## config.mk

```make
export PLATFORM = sky130hd
export DESIGN_NAME = qpsk_symbol_sequencer
export DESIGN_NICKNAME = d
export VERILOG_FILES = /design/src/rtl/qpsk_symbol_sequencer.sv
export SDC_FILE = /design/constraint.sdc
export NUM_CORES = 1
export LEC_CHECK = 0
export CAP_MARGIN = 10
export CORE_ASPECT_RATIO = 1.4
export CORE_MARGIN = 10
export CORE_UTILIZATION = 40
export CTS_BUF_LIST = sky130_fd_sc_hd__clkbuf_8
export CTS_CLUSTER_DIAMETER = 200
export DETAILED_ROUTE_END_ITERATION = 12
export HOLD_SLACK_MARGIN = 0.12
export SETUP_SLACK_MARGIN = 0.4
export SLEW_MARGIN = 40
export SYNTH_ARGS = -nofsm -noshare
export SYNTH_HDL_FRONTEND = slang
export SYNTH_SLANG_ARGS = --single-unit
```

## constraint.sdc

```tcl
create_clock -name Clk -period 2.4 [get_ports Clk]
set_input_delay 0.36 -clock Clk [delete_from_list [all_inputs] [get_ports Clk]]
set_output_delay 0.36 -clock Clk [all_outputs]
set_load 0.01 [all_outputs]
```

## src/rtl/qpsk_symbol_sequencer.sv

```systemverilog
// QPSK symbol sequencer: packs serial bits into {E,O} pairs and walks a sine-table
// phase index per symbol. Optional Gray offset mapping with `QPSK_GRAY_MAP_EN.
module qpsk_symbol_sequencer #(
  parameter int SPS = 100
) (
  input  logic       Clk,
  input  logic       Rst,
  input  logic       start,
  input  logic       stop,
  input  logic       bit_in,
  input  logic       bit_valid,
  output logic       bit_ready,
  output logic [6:0] phase_idx,
  output logic       sample_valid,
  output logic       sym_strobe,
  output logic       E,
  output logic       O,
  output logic       busy,
  output logic       underrun
);

  typedef enum logic [1:0] {IDLE, FILL, RUN} state_t;

  localparam logic [6:0] LAST = 7'(SPS - 1);
  localparam logic [6:0] QTR1 = 7'(SPS / 4);
  localparam logic [6:0] QTR2 = 7'(SPS / 2);
  localparam logic [6:0] QTR3 = 7'((3 * SPS) / 4);

  state_t     state;
  logic [6:0] s;
  logic       half_full;
  logic       half_e;
  logic       pend_full;
  logic       pend_e;
  logic       pend_o;
  logic       stop_req;
  logic       accept;
  logic       pair_done;

  function automatic logic [6:0] sym_offset(input logic o, input logic e);
    logic [6:0] off;
`ifdef QPSK_GRAY_MAP_EN
    case ({o, e})
      2'b00:   off = 7'd0;
      2'b01:   off = QTR1;
      2'b11:   off = QTR2;
      default: off = QTR3;
    endcase
`else
    case ({o, e})
      2'b00:   off = 7'd0;
      2'b01:   off = QTR1;
      2'b10:   off = QTR2;
      default: off = QTR3;
    endcase
`endif
    return off;
  endfunction

  // Wraps with a compare rather than a modulo so no divider is inferred.
  function automatic logic [6:0] next_phase(input logic [6:0] p);
    return (p == LAST) ? 7'd0 : p + 7'd1;
  endfunction

  assign bit_ready    = (state != IDLE) && !(half_full && pend_full);
  assign accept       = bit_valid && bit_ready;
  assign pair_done    = accept && half_full;
  assign busy         = (state != IDLE);
  assign sample_valid = (state == RUN);

  always_ff @(posedge Clk) begin
    if (Rst) begin
      state      <= IDLE;
      s          <= 7'd0;
      phase_idx  <= 7'd0;
      sym_strobe <= 1'b0;
      E          <= 1'b0;
      O          <= 1'b0;
      underrun   <= 1'b0;
      half_full  <= 1'b0;
      half_e     <= 1'b0;
      pend_full  <= 1'b0;
      pend_e     <= 1'b0;
      pend_o     <= 1'b0;
      stop_req   <= 1'b0;
    end else begin
      // Bit pairing; later assignments below override when a symbol consumes or discards.
      if (accept) begin
        if (!half_full) begin
          half_full <= 1'b1;
          half_e    <= bit_in;
        end else begin
          half_full <= 1'b0;
          pend_full <= 1'b1;
          pend_e    <= half_e;
          pend_o    <= bit_in;
        end
      end
      sym_strobe <= 1'b0;

      case (state)
        IDLE: begin
          phase_idx <= 7'd0;
          s         <= 7'd0;
          if (start) state <= FILL;
        end

        FILL: begin
          if (stop) begin
            state     <= IDLE;
            half_full <= 1'b0;
            pend_full <= 1'b0;
            stop_req  <= 1'b0;
          end else if (pend_full) begin
            state      <= RUN;
            E          <= pend_e;
            O          <= pend_o;
            phase_idx  <= sym_offset(pend_o, pend_e);
            s          <= 7'd0;
            sym_strobe <= 1'b1;
            pend_full  <= 1'b0;
          end
        end

        RUN: begin
          if (stop) stop_req <= 1'b1;
          if (s != LAST) begin
            s         <= s + 7'd1;
            phase_idx <= next_phase(phase_idx);
          end else if (stop_req) begin
            state     <= IDLE;
            s         <= 7'd0;
            phase_idx <= 7'd0;
            half_full <= 1'b0;
            pend_full <= 1'b0;
            stop_req  <= 1'b0;
          end else if (pend_full) begin
            E          <= pend_e;
            O          <= pend_o;
            phase_idx  <= sym_offset(pend_o, pend_e);
            s          <= 7'd0;
            sym_strobe <= 1'b1;
            pend_full  <= 1'b0;
          end else if (pair_done) begin
            // Pair finishing on the boundary skips pending and goes straight to current.
            E          <= half_e;
            O          <= bit_in;
            phase_idx  <= sym_offset(bit_in, half_e);
            s          <= 7'd0;
            sym_strobe <= 1'b1;
            pend_full  <= 1'b0;
          end else begin
            underrun  <= 1'b1;
            state     <= IDLE;
            s         <= 7'd0;
            phase_idx <= 7'd0;
            half_full <= 1'b0;
            stop_req  <= 1'b0;
          end
        end

        default: state <= IDLE;
      endcase
    end
  end

endmodule

```

==> impl_results.html <==
<table>
<tr><th>Metric</th><th>Value</th></tr>
<tr><th colspan="2">Logic synthesis</th></tr>
<tr><td>Top_reg_cell synth</td><td>dfxtp_1</td></tr>
<tr><td>Post-Syn Area</td><td>1690 sq um</td></tr>
<tr><td>Number of flops mapped to enable cells by yosys</td><td>0</td></tr>
<tr><td>Mux contribution to synthesized area</td><td>0.0414</td></tr>
<tr><td>Count of unique library cells instantiated by Yosys</td><td>46</td></tr>
<tr><td>Number of nets in the synthesized netlist</td><td>232</td></tr>
<tr><td>Sequential cell area fraction in the yosys report</td><td>0.307</td></tr>
<tr><td>FFs w/ async S/R, synth</td><td>0</td></tr>
<tr><td>Instance count of the mapped netlist</td><td>210</td></tr>
<tr><td>Synthesized area divided by synthesized cell count</td><td>8.06 sq um</td></tr>
<tr><td>Post-Synth Simple-Gate Area</td><td>0.217</td></tr>
<tr><td>Compound-Gate Fraction of Synth Area</td><td>0.208</td></tr>
<tr><td>Total of warnings raised by yosys</td><td>0</td></tr>
<tr><td>Register bit count reported by yosys</td><td>26</td></tr>
<tr><td>Xor and xnor area share after synthesis</td><td>0.0517</td></tr>
<tr><td>Dominant combinational cell family by area after synthesis</td><td>simple AND/OR/NAND/NOR gates</td></tr>
<tr><td>Adder and majority gate portion of the synthesized area</td><td>0.118</td></tr>
<tr><th colspan="2">Floorplanning</th></tr>
<tr><td>DIE HEIGHT</td><td>97.0 um</td></tr>
<tr><td>Area of the die</td><td>7270 sq um</td></tr>
<tr><td>Boundary pin count</td><td>20</td></tr>
<tr><td>Core box area</td><td>4020 sq um</td></tr>
<tr><td>Effective utilization at floorplan</td><td>0.421</td></tr>
<tr><td>Number of placement rows</td><td>27</td></tr>
<tr><td>Die boundary width</td><td>75.0 um</td></tr>
<tr><th colspan="2">Final layout</th></tr>
<tr><td>Design area</td><td>2170 sq um</td></tr>
<tr><td>Area delta synth-&gt;final</td><td>27.9%</td></tr>
<tr><td>Most common cell after layout, fill and taps aside</td><td>nor2_1</td></tr>
<tr><td>Top Registers</td><td>phase_idx: 7 flops, s: 7 flops, state: 2 flops</td></tr>
<tr><td>Layout Nets</td><td>257</td></tr>
<tr><td>Number of diodes</td><td>0</td></tr>
<tr><td>Number of fillers in the final layout</td><td>384</td></tr>
<tr><td>Final cell count without fillers</td><td>277</td></tr>
<tr><td>Fraction of layout cells with a size suffix above 1</td><td>0.171</td></tr>
<tr><td>Highest-count cells in the layout ignoring fill and taps</td><td>24 x nor2_1, 21 x nand2_1, 19 x dfxtp_1</td></tr>
<tr><th colspan="2">Setup path</th></tr>
<tr><td>Cell depth of the worst flop-to-flop path</td><td>10</td></tr>
<tr><td>Element type at the critical path start</td><td>flip-flop</td></tr>
<tr><td>Cell at the slowest stage of the critical path</td><td>clkdlybuf4s50_1</td></tr>
<tr><td>Maximum fanout encountered on the critical timing path</td><td>3</td></tr>
<tr><td>Worst Path Class, Setup</td><td>reg -&gt; out</td></tr>
<tr><td>Worst Path Arrival</td><td>1.60 ns</td></tr>
<tr><td>Crit-path leading delay family</td><td>buffers and inverters</td></tr>
<tr><td>Worst path cell trace</td><td>clkinvlp_4 &gt; ha_4 &gt; a21oi_4 &gt; clkdlybuf4s50_1</td></tr>
<tr><td>Source of the critical timing path</td><td>state[0]</td></tr>
<tr><td>Maximum single-stage delay on the critical path</td><td>0.55 ns</td></tr>
<tr><td>Total buffers and inverters traversed by the critical path</td><td>2</td></tr>
<tr><td>Worst Setup End Kind</td><td>output port</td></tr>
<tr><td>Critical path depth in cells</td><td>4</td></tr>
<tr><td>R2R Path Start</td><td>state[1]</td></tr>
<tr><td>Worst endpoint required time</td><td>2.04 ns</td></tr>
<tr><th colspan="2">Drt</th></tr>
<tr><td>Total Wirelength</td><td>4580 um</td></tr>
<tr><td>Met3 layer wire length in the routed design</td><td>151 um</td></tr>
<tr><td>Metal-1 WL</td><td>1890 um</td></tr>
<tr><td>DRC violations left</td><td>0</td></tr>
<tr><td>Highest metal layer with signal wires</td><td>met4</td></tr>
<tr><td>Via density per instance</td><td>5.69</td></tr>
<tr><td>Length of the first detailed-routing pass in iterations</td><td>4</td></tr>
<tr><td>Starting DRT DRC Count</td><td>108</td></tr>
<tr><td>Routed vias</td><td>1,575</td></tr>
<tr><td>Wire length per cell after detailed routing</td><td>16.5 um</td></tr>
<tr><td>Post-route antenna net violation count</td><td>0</td></tr>
<tr><td>Routed length on met2</td><td>2470 um</td></tr>
<tr><th colspan="2">GRT</th></tr>
<tr><td>Gr usage total</td><td>0.126</td></tr>
<tr><td>Vias in the first global route</td><td>1,529</td></tr>
<tr><td>Remaining Overflow, GRT</td><td>0</td></tr>
<tr><td>Largest net degree at the start of global routing</td><td>20</td></tr>
<tr><td>First-pass GRT wire length</td><td>7430 um</td></tr>
<tr><td>Number of antenna violations at the first check in global routing</td><td>0</td></tr>
<tr><th colspan="2">Clock tree</th></tr>
<tr><td>Clock Sinks</td><td>26</td></tr>
<tr><td>Clock H-tree levels</td><td>1</td></tr>
<tr><td>TritonCTS Buffers</td><td>3</td></tr>
<tr><td>CTS Root Cell</td><td>clkbuf_8</td></tr>
<tr><td>Clock-pin slew reported for the worst setup and hold paths after clock tree synthesis</td><td>0.10 ns</td></tr>
<tr><td>CTS tree</td><td>yes</td></tr>
<tr><td>Clk Latency, worst-skew pair</td><td>0.29 ns</td></tr>
<tr><td>Buffer levels on the longest clock path</td><td>2</td></tr>
<tr><th colspan="2">Worst hold path</th></tr>
<tr><td>Type of the most critical hold path</td><td>reg -&gt; reg</td></tr>
<tr><td>Number of cells on the worst hold path</td><td>2</td></tr>
<tr><td>Hold path startpoint</td><td>underrun</td></tr>
<tr><th colspan="2">Timing</th></tr>
<tr><td>Final setup violation count</td><td>0</td></tr>
<tr><td>Peak Freq</td><td>510 MHz</td></tr>
<tr><td>Slew headroom</td><td>0.723</td></tr>
<tr><td>Measured slew at the worst slew-check pin</td><td>0.411 ns</td></tr>
<tr><td>Final count of pins violating max slew</td><td>0</td></tr>
<tr><td>Post-layout worst setup margin</td><td>0.441 ns</td></tr>
<tr><td>Share of the clock period used by the worst path</td><td>0.816</td></tr>
<tr><td>Total Neg Setup Slack</td><td>0 ns</td></tr>
<tr><td>Final number of hold-violating endpoints</td><td>0</td></tr>
<tr><td>Minimum clock period after layout</td><td>1.96 ns</td></tr>
<tr><td>Setup repair after global routing missed its margin</td><td>yes</td></tr>
<tr><td>Final setup skew</td><td>0.00877 ns</td></tr>
<tr><th colspan="2">Pwr</th></tr>
<tr><td>Peak VDD IR</td><td>0.277 mV</td></tr>
<tr><td>PD cells</td><td>579 nW/um^2</td></tr>
<tr><td>Leakage power total</td><td>0.818 nW</td></tr>
<tr><td>Overall Power</td><td>0.00125 W</td></tr>
<tr><th colspan="2">Placement</th></tr>
<tr><td>Number of port buffers</td><td>19</td></tr>
<tr><td>Post-place instance area</td><td>1980 sq um</td></tr>
<tr><td>Cell Count Post-Placement</td><td>268</td></tr>
<tr><td>DPL Wire Length</td><td>3330 um</td></tr>
<tr><td>Routability congestion estimate from global placement</td><td>0.766</td></tr>
<tr><td>Post-place setup slack</td><td>0.227 ns</td></tr>
<tr><th colspan="2">Job</th></tr>
<tr><td>Number of maximum-capacitance violations</td><td>0</td></tr>
<tr><th colspan="2">Outcome</th></tr>
<tr><td>Run status</td><td>finished, final reports clean</td></tr>
</table>
[what timing repair did]
item	4_1_cts	5_1_grt
setup endpoints to repair	12	13
pin swaps	1	6
gates resized for setup	5	18
hold buffers	0	0
setup buffers	0	5
[layout make-up]
type | count | area (sq um) | share of cell area
clock inverter | 1 | 30.0 | 0.0139
timing repair buffer | 29 | 270 | 0.125
tap | 43 | 53.8 | 0.0248
multi-input combinational | 159 | 1170 | 0.542
inverter | 16 | 63.8 | 0.0295
clock buffer | 3 | 41.3 | 0.0191
sequential | 26 | 532 | 0.246
[stage by stage]
| step | hold slack (ns) | util |
|---|---|---|
| after floorplan | 0.462 | - |
| after global placement | 0.449 | 0.492 |
| after detailed placement | 0.459 | 0.492 |
| after CTS | 0.484 | 0.513 |
| after global routing | 0.551 | 0.539 |
| final | 0.481 | 0.539 |
[power by group]
group / switching [W] / total (W) / internal, W
registers: 0.0000273 / 0.000481 / 0.000454
logic: 0.000217 / 0.000390 / 0.000172
clock network: 0.000160 / 0.000384 / 0.000224
[metal layers]
layer / vias up / GRT usage
met4: 0 / 0.0494
met1: 754 / 0.145
met3: 7 / 0.0173
met5: - / 0
met2: 23 / 0.222
li1: 791 / -
[cell families (layout without fill, tap and decap cells)]
group	Yosys count	after routing
compound gates	51	51
xor+xnor	10	10
fa+ha+maj	16	16
buf+inv	25	49
flops	26	26
mux	7	7
simple gates	75	75
[synth_stat cells, types with 3 or more instances]
cell type | count | area (sq um)
dfxtp_1 | 26 | 521
nor2_1 | 24 | 90.1
nand2_1 | 22 | 82.6
ha_1 | 16 | 200
inv_1 | 16 | 60.1
o21ai_0 | 13 | 65.1
clkbuf_1 | 9 | 33.8
a21oi_1 | 8 | 40.0
mux2i_1 | 7 | 70.1
nand4_1 | 5 | 31.3
xnor2_1 | 5 | 43.8
xor2_1 | 5 | 43.8
nand3_1 | 4 | 20.0
a31oi_1 | 3 | 18.8
and3_1 | 3 | 18.8
nand2b_1 | 3 | 18.8
nor3_1 | 3 | 15.0
o32ai_1 | 3 | 26.3
[worst register-to-register path: stages, from the launching register on]
cell and delay (ns):
dfxtp_2 0.35, inv_2 0.09, ha_4 0.16, a21oi_4 0.03, and2_4 0.18, ha_4 0.19
o21ba_4 0.19, o31ai_2 0.24, o221ai_2 0.15, mux2i_1 0.17, nor2_1 0.05
[final timing paths]
path / slack [ns] / end
min reg2reg: 0.48 / underrun
min: 0.48 / underrun
max: 0.44 / bit_ready
max reg2reg: 0.49 / state[0]
No activity file was read; power rests on OpenSTA's default activity.
==> variant 1, RTL diff (same settings) <==
The option `QPSK_GRAY_MAP_EN` is turned on by a define.
--- a/src/rtl/qpsk_symbol_sequencer.sv
+++ b/src/rtl/qpsk_symbol_sequencer.sv
@@ -2,2 +2,4 @@
 // phase index per symbol. Optional Gray offset mapping with `QPSK_GRAY_MAP_EN.
+`define QPSK_GRAY_MAP_EN
+
 module qpsk_symbol_sequencer #(
Check against the original RTL: not equivalent (a bounded check fails within 10 cycles, from zero or initial values and one cycle with Rst high).
==> variant 1 against the unedited design <==
Sequential cell count unchanged; global-route usage decreased by 1.6 points; final area decreased by 0.52%; synthesized area increased by 4.9%; via count decreased by 4.1%; worst hold slack improved by 0.023 ns; worst setup slack improved by 0.028 ns; total power decreased by 10%; wire length decreased by 3.8%; critical endpoint is now phase_idx[1]$_SDFFE_PP0P_.
==> variant 1: results (changes against the unedited design) <==
Largest registers -> phase_idx: 7 flops, s: 7 flops, state: 2 flops
Critical path fanouts, max -> 4 (+1)
Worst setup margin -> 0.469 ns (+0.0284 ns)
Largest net degree at the start of global routing -> 19 (-5.0%)
Arr. time, crit path -> 2.12 ns (+0.52 ns)
Clock-pin slew on the worst setup and hold paths -> 0.09 ns
Synth cell count leaders -> 26 x dfxtp_1, 22 x nor2_1, 19 x nand2_1
Setup Slack @ Placement -> 0.286 ns (+0.0586 ns)
Post-Route WL -> 4.41 mm (-3.8%)
Switch Pwr -> 0.000386 W (-4.5%)
Initial antenna violation count -> 0 (unchanged)
Leak Pwr -> 0.763 nW (-6.7%)
Status -> complete, no violations
R2R cell count -> 5 (-5)
# diodes -> 0 (unchanged)
R2R Setup Slk -> 0.47 ns (-0.02 ns)
Rel. slew slack -> 63.4% (-8.9 points)
Cell variety after synth -> 49 (+6.5%)
Placed wire-length estimate -> 3.33 mm (about the same)
Share of post-route cells with drive strength above 1 -> 18.2% (+1.1 points)
Root Buffer -> clkbuf_8
Num CTS Buffers -> 3 (unchanged)
Clock Latency Late Sink -> 0.27 ns (-0.02 ns)
# H-tree levels -> 1 (unchanged)
Hold_ws -> 0.504 ns (+0.0230 ns)
Hold depth -> 2 (unchanged)
Initial DRC Count -> 110 (+1.9%)
Asr flop ratio synth -> 0% (unchanged)
Most used flip-flop cell after synthesis -> dfxtp_1
Path type of the worst min-delay path -> reg2reg
GRT Overall Usage -> 11.1% (-1.6 points)
Sequential area share after synthesis -> 29.3% (-1.4 points)
Max Root-Sink Buffers -> 2 (unchanged)
MaxCap Viol Count -> 0 (unchanged)
Final Skew -> 0.00254 ns (-0.00623 ns)
Vias in the first global route -> 1437 (-6.0%)
First-pass GRT wire length -> 7.05 mm (-5.1%)
Syn_nets -> 226 (-2.6%)
Ys Warns -> 0 (unchanged)
Gpl congestion -> 0.818 (+6.9%)
Final #Nets -> 249 (-3.1%)
VDD IR max -> 0.283 mV (+2.3%)
Via density -> 5.30 (-6.8%)
Synth area leaders -> dfxtp_1 29%, ha_1 11%, mux2i_1 5.1%, nor2_1 4.7%, nand2_1 4.0%
variant 1: changes by cell type in the layout (fill, tap and decap cells not counted), moves of 4 or more:
cell,delta
dfxtp_1,+4
dfxtp_2,-4
inv_1,-6
nor3_1,+5
variant 1: final timing paths:
path | end | from
worst max-delay path | phase_idx[1]$_SDFFE_PP0P_ | s[4]$_SDFFE_PP0P_
worst min-delay path | s[1]$_SDFFE_PP0P_ | s[1]$_SDFFE_PP0P_
worst max register to register | phase_idx[1]$_SDFFE_PP0P_ | s[4]$_SDFFE_PP0P_
worst min register to register | s[1]$_SDFFE_PP0P_ | s[1]$_SDFFE_PP0P_
variant 1: layout make-up:
cell class	count	area (um^2)
Multi-Input combinational cell	158	1210
Sequential cell	26	527
Tap cell	60	75.1
Clock buffer	3	41.3
Timing Repair Buffer	28	260
Fill cell	429	2120
Inverter	10	37.5
variant 1: kinds of logic after synthesis:
family	share of synthesized area, %
flops	29.3
xor+xnor	4.44
buf+inv	7.96
fa+ha+maj	11.3
simple gates	22.0
mux	5.07
compound gates	19.9
variant 1: power groups by stage:
| stage | clock, W | combinational, W | sequential [W] |
|---|---|---|---|
| CTS | 0.000260 | 0.000369 | 0.000481 |
| detailed placement | 0 | 0.000364 | 0.000489 |
| floorplan | 0 | 0.000287 | 0.000482 |
| finish | 0.000248 | 0.000392 | 0.000484 |
| global route | 0.000274 | 0.000434 | 0.000488 |
| global placement | 0 | 0.000368 | 0.000489 |
variant 1: routing by layer:
metal / routed length (um) / vias up / share of wire, % / global-route usage, %
met5: 0 / - / 0 / 0
met4: 82 / 0 / 1.9 / 3.87
met3: 197 / 10 / 4.5 / 2.27
met2: 2220 / 44 / 50 / 19.1
met1: 1910 / 693 / 43 / 13.2
li1: - / 764 / - / -
variant 1: timing repair:
| action | in CTS | in global routing |
|---|---|---|
| gates cloned | 0 | 0 |
| hold endpoints to repair | 0 | 0 |
| buffers inserted | 0 | 3 |
| gates resized for setup | 2 | 16 |
| setup endpoints to repair | 6 | 8 |
| pin swaps | 0 | 7 |
variant 1: metrics by stage:
stage | util (%) | instances | total power, W | cell area [um^2]
after floorplan | - | 204 | 0.000769 | 1820
after global placement | 47.2 | 279 | 0.000857 | 2020
after detailed placement | 47.2 | 279 | 0.000853 | 2020
after CTS | 48.2 | 282 | 0.00111 | 2060
after global routing | 50.4 | 285 | 0.00120 | 2150
final | 50.4 | 285 | 0.00113 | 2150
variant 1: critical path: stages, from the launching register on:
cell and delay, ns:
dfxtp_1 0.34, or4b_4 0.61, or2_4 0.29, a2111oi_4 0.31, a311oi_1 0.08, o31ai_1 0.21
==> variant 2, RTL diff (same flow settings) <==
Without the edit above. The 3 states of `state_t` get a one-hot encoding in 3 bits.
--- a/src/rtl/qpsk_symbol_sequencer.sv
+++ b/src/rtl/qpsk_symbol_sequencer.sv
@@ -21,3 +21,3 @@
 
-  typedef enum logic [1:0] {IDLE, FILL, RUN} state_t;
+  typedef enum logic [2:0] {IDLE = 3'b001, FILL = 3'b010, RUN = 3'b100} state_t;
 
Check against the original RTL: same outputs for any inputs over 10 cycles, from zero or initial values and one cycle with Rst high; not proved beyond that.
==> variant 2 against the unedited design <==
Critical path depth did not move; wire length fell by 2.9%; synthesized cell count up 2.4%; largest cell class unchanged; sequential cell count grew 1; worst setup slack better by 0.031 ns; final area rose by 0.52%; total power shrank 8.4%; core utilization shrank 2.1 points; synthesized area increased by 2.7%; combinational power fell by 10%; largest power group unchanged; highest routed layer unchanged.
==> variant 2: results (changes against the unedited design) <==
Sequential area share after synthesis -> 31.1% (+0.36 points)
# fillers -> 416 (+8.3%)
Initial DRC Count -> 71 (-34%)
Vias -> 1635 (+3.8%)
Metal1 wirelength -> 1.98 mm (+4.9%)
DR WL met3 -> 149 um (-1.3%)
R2R Setup Slk -> 0.47 ns (-0.02 ns)
Post-Route WL -> 4.45 mm (-2.9%)
DR pass1 iterations -> 5 (+1)
Final Skew -> 0.00253 ns (-0.00624 ns)
Rel. slew slack -> 60.5% (-12 points)
Arr. time, crit path -> 1.57 ns (-0.03 ns)
Share of post-route cells with drive strength above 1 -> 20.6% (+3.5 points)
Grt met1 use -> 15.2% (+0.70 points)
Combinational Power -> 0.000351 W (-10%)
Wire per inst -> 15.4 um (-6.6%)
Net Sw Frac -> 33.0% (+0.73 points)
Largest registers -> phase_idx: 7 flops, s: 7 flops, state: 3 flops
Met3 Track Usage GR -> 2.13% (+0.39 points)
Slowest-stage cell, CP -> or3b_4
Crit. Startpoint -> state[0]$_SDFFE_PP1P_
Final Cycle Share -> 80.3% (-1.3 points)
First-pass GRT wire length -> 7.46 mm (+0.36%)
Clk pwr share -> 23.8% (-6.8 points)
Routed wl met2 -> 2.16 mm (-12%)
Critical path destination -> sample_valid
Vias in the first global route -> 1530 (+0.065%)
Status -> complete, no violations
Hold_ws -> 0.482 ns (+0.00125 ns)
Critical path fanouts, max -> 9 (+6)
Global routing usage on met2 -> 20.0% (-2.2 points)
Synth cell count leaders -> 36 x nor2_1, 27 x dfxtp_1, 19 x a21oi_1
VDD IR max -> 0.295 mV (+6.4%)
GRT Overall Usage -> 12.5% (-0.19 points)
Final #Nets -> 261 (+1.6%)
Gpl congestion -> 0.865 (+13%)
R2R cell count -> 7 (-3)
Post-CTS Setup Inserts -> 2 (+2)
Placed insts -> 279 (+4.1%)
-- variant 2: layout make-up --
type	instances	area, um^2	area share (%)
sequential	27	548	25.2
multi-input combinational	170	1190	54.7
inverter	9	38.8	1.78
clock inverter	1	5.00	0.230
timing repair buffer	33	298	13.7
clock buffer	3	41.3	1.90
tap	45	56.3	2.59
-- variant 2: logic make-up (layout without fill, tap and decap cells) --
logic type / after synthesis / in the layout / synth area share (%)
AO/OA/AOI/OAI: 60 / 60 / 22.6
XOR/XNOR: 2 / 2 / 1.01
adder cells (fa/ha/maj): 11 / 11 / 7.92
flip-flops: 27 / 27 / 31.1
buffers and inverters: 18 / 46 / 5.76
AND/OR/NAND/NOR: 94 / 94 / 29.9
multiplexers: 3 / 3 / 1.73
-- variant 2: per-stage QoR --
step | setup slack (ns) | utilization (%)
6_report | 0.472 | 51.8
5_1_grt | 0.355 | 51.8
4_1_cts | 0.382 | 50.3
3_5_place_dp | 0.169 | 48.6
3_3_place_gp | 0.215 | 48.6
2_1_floorplan | 0.344 | -
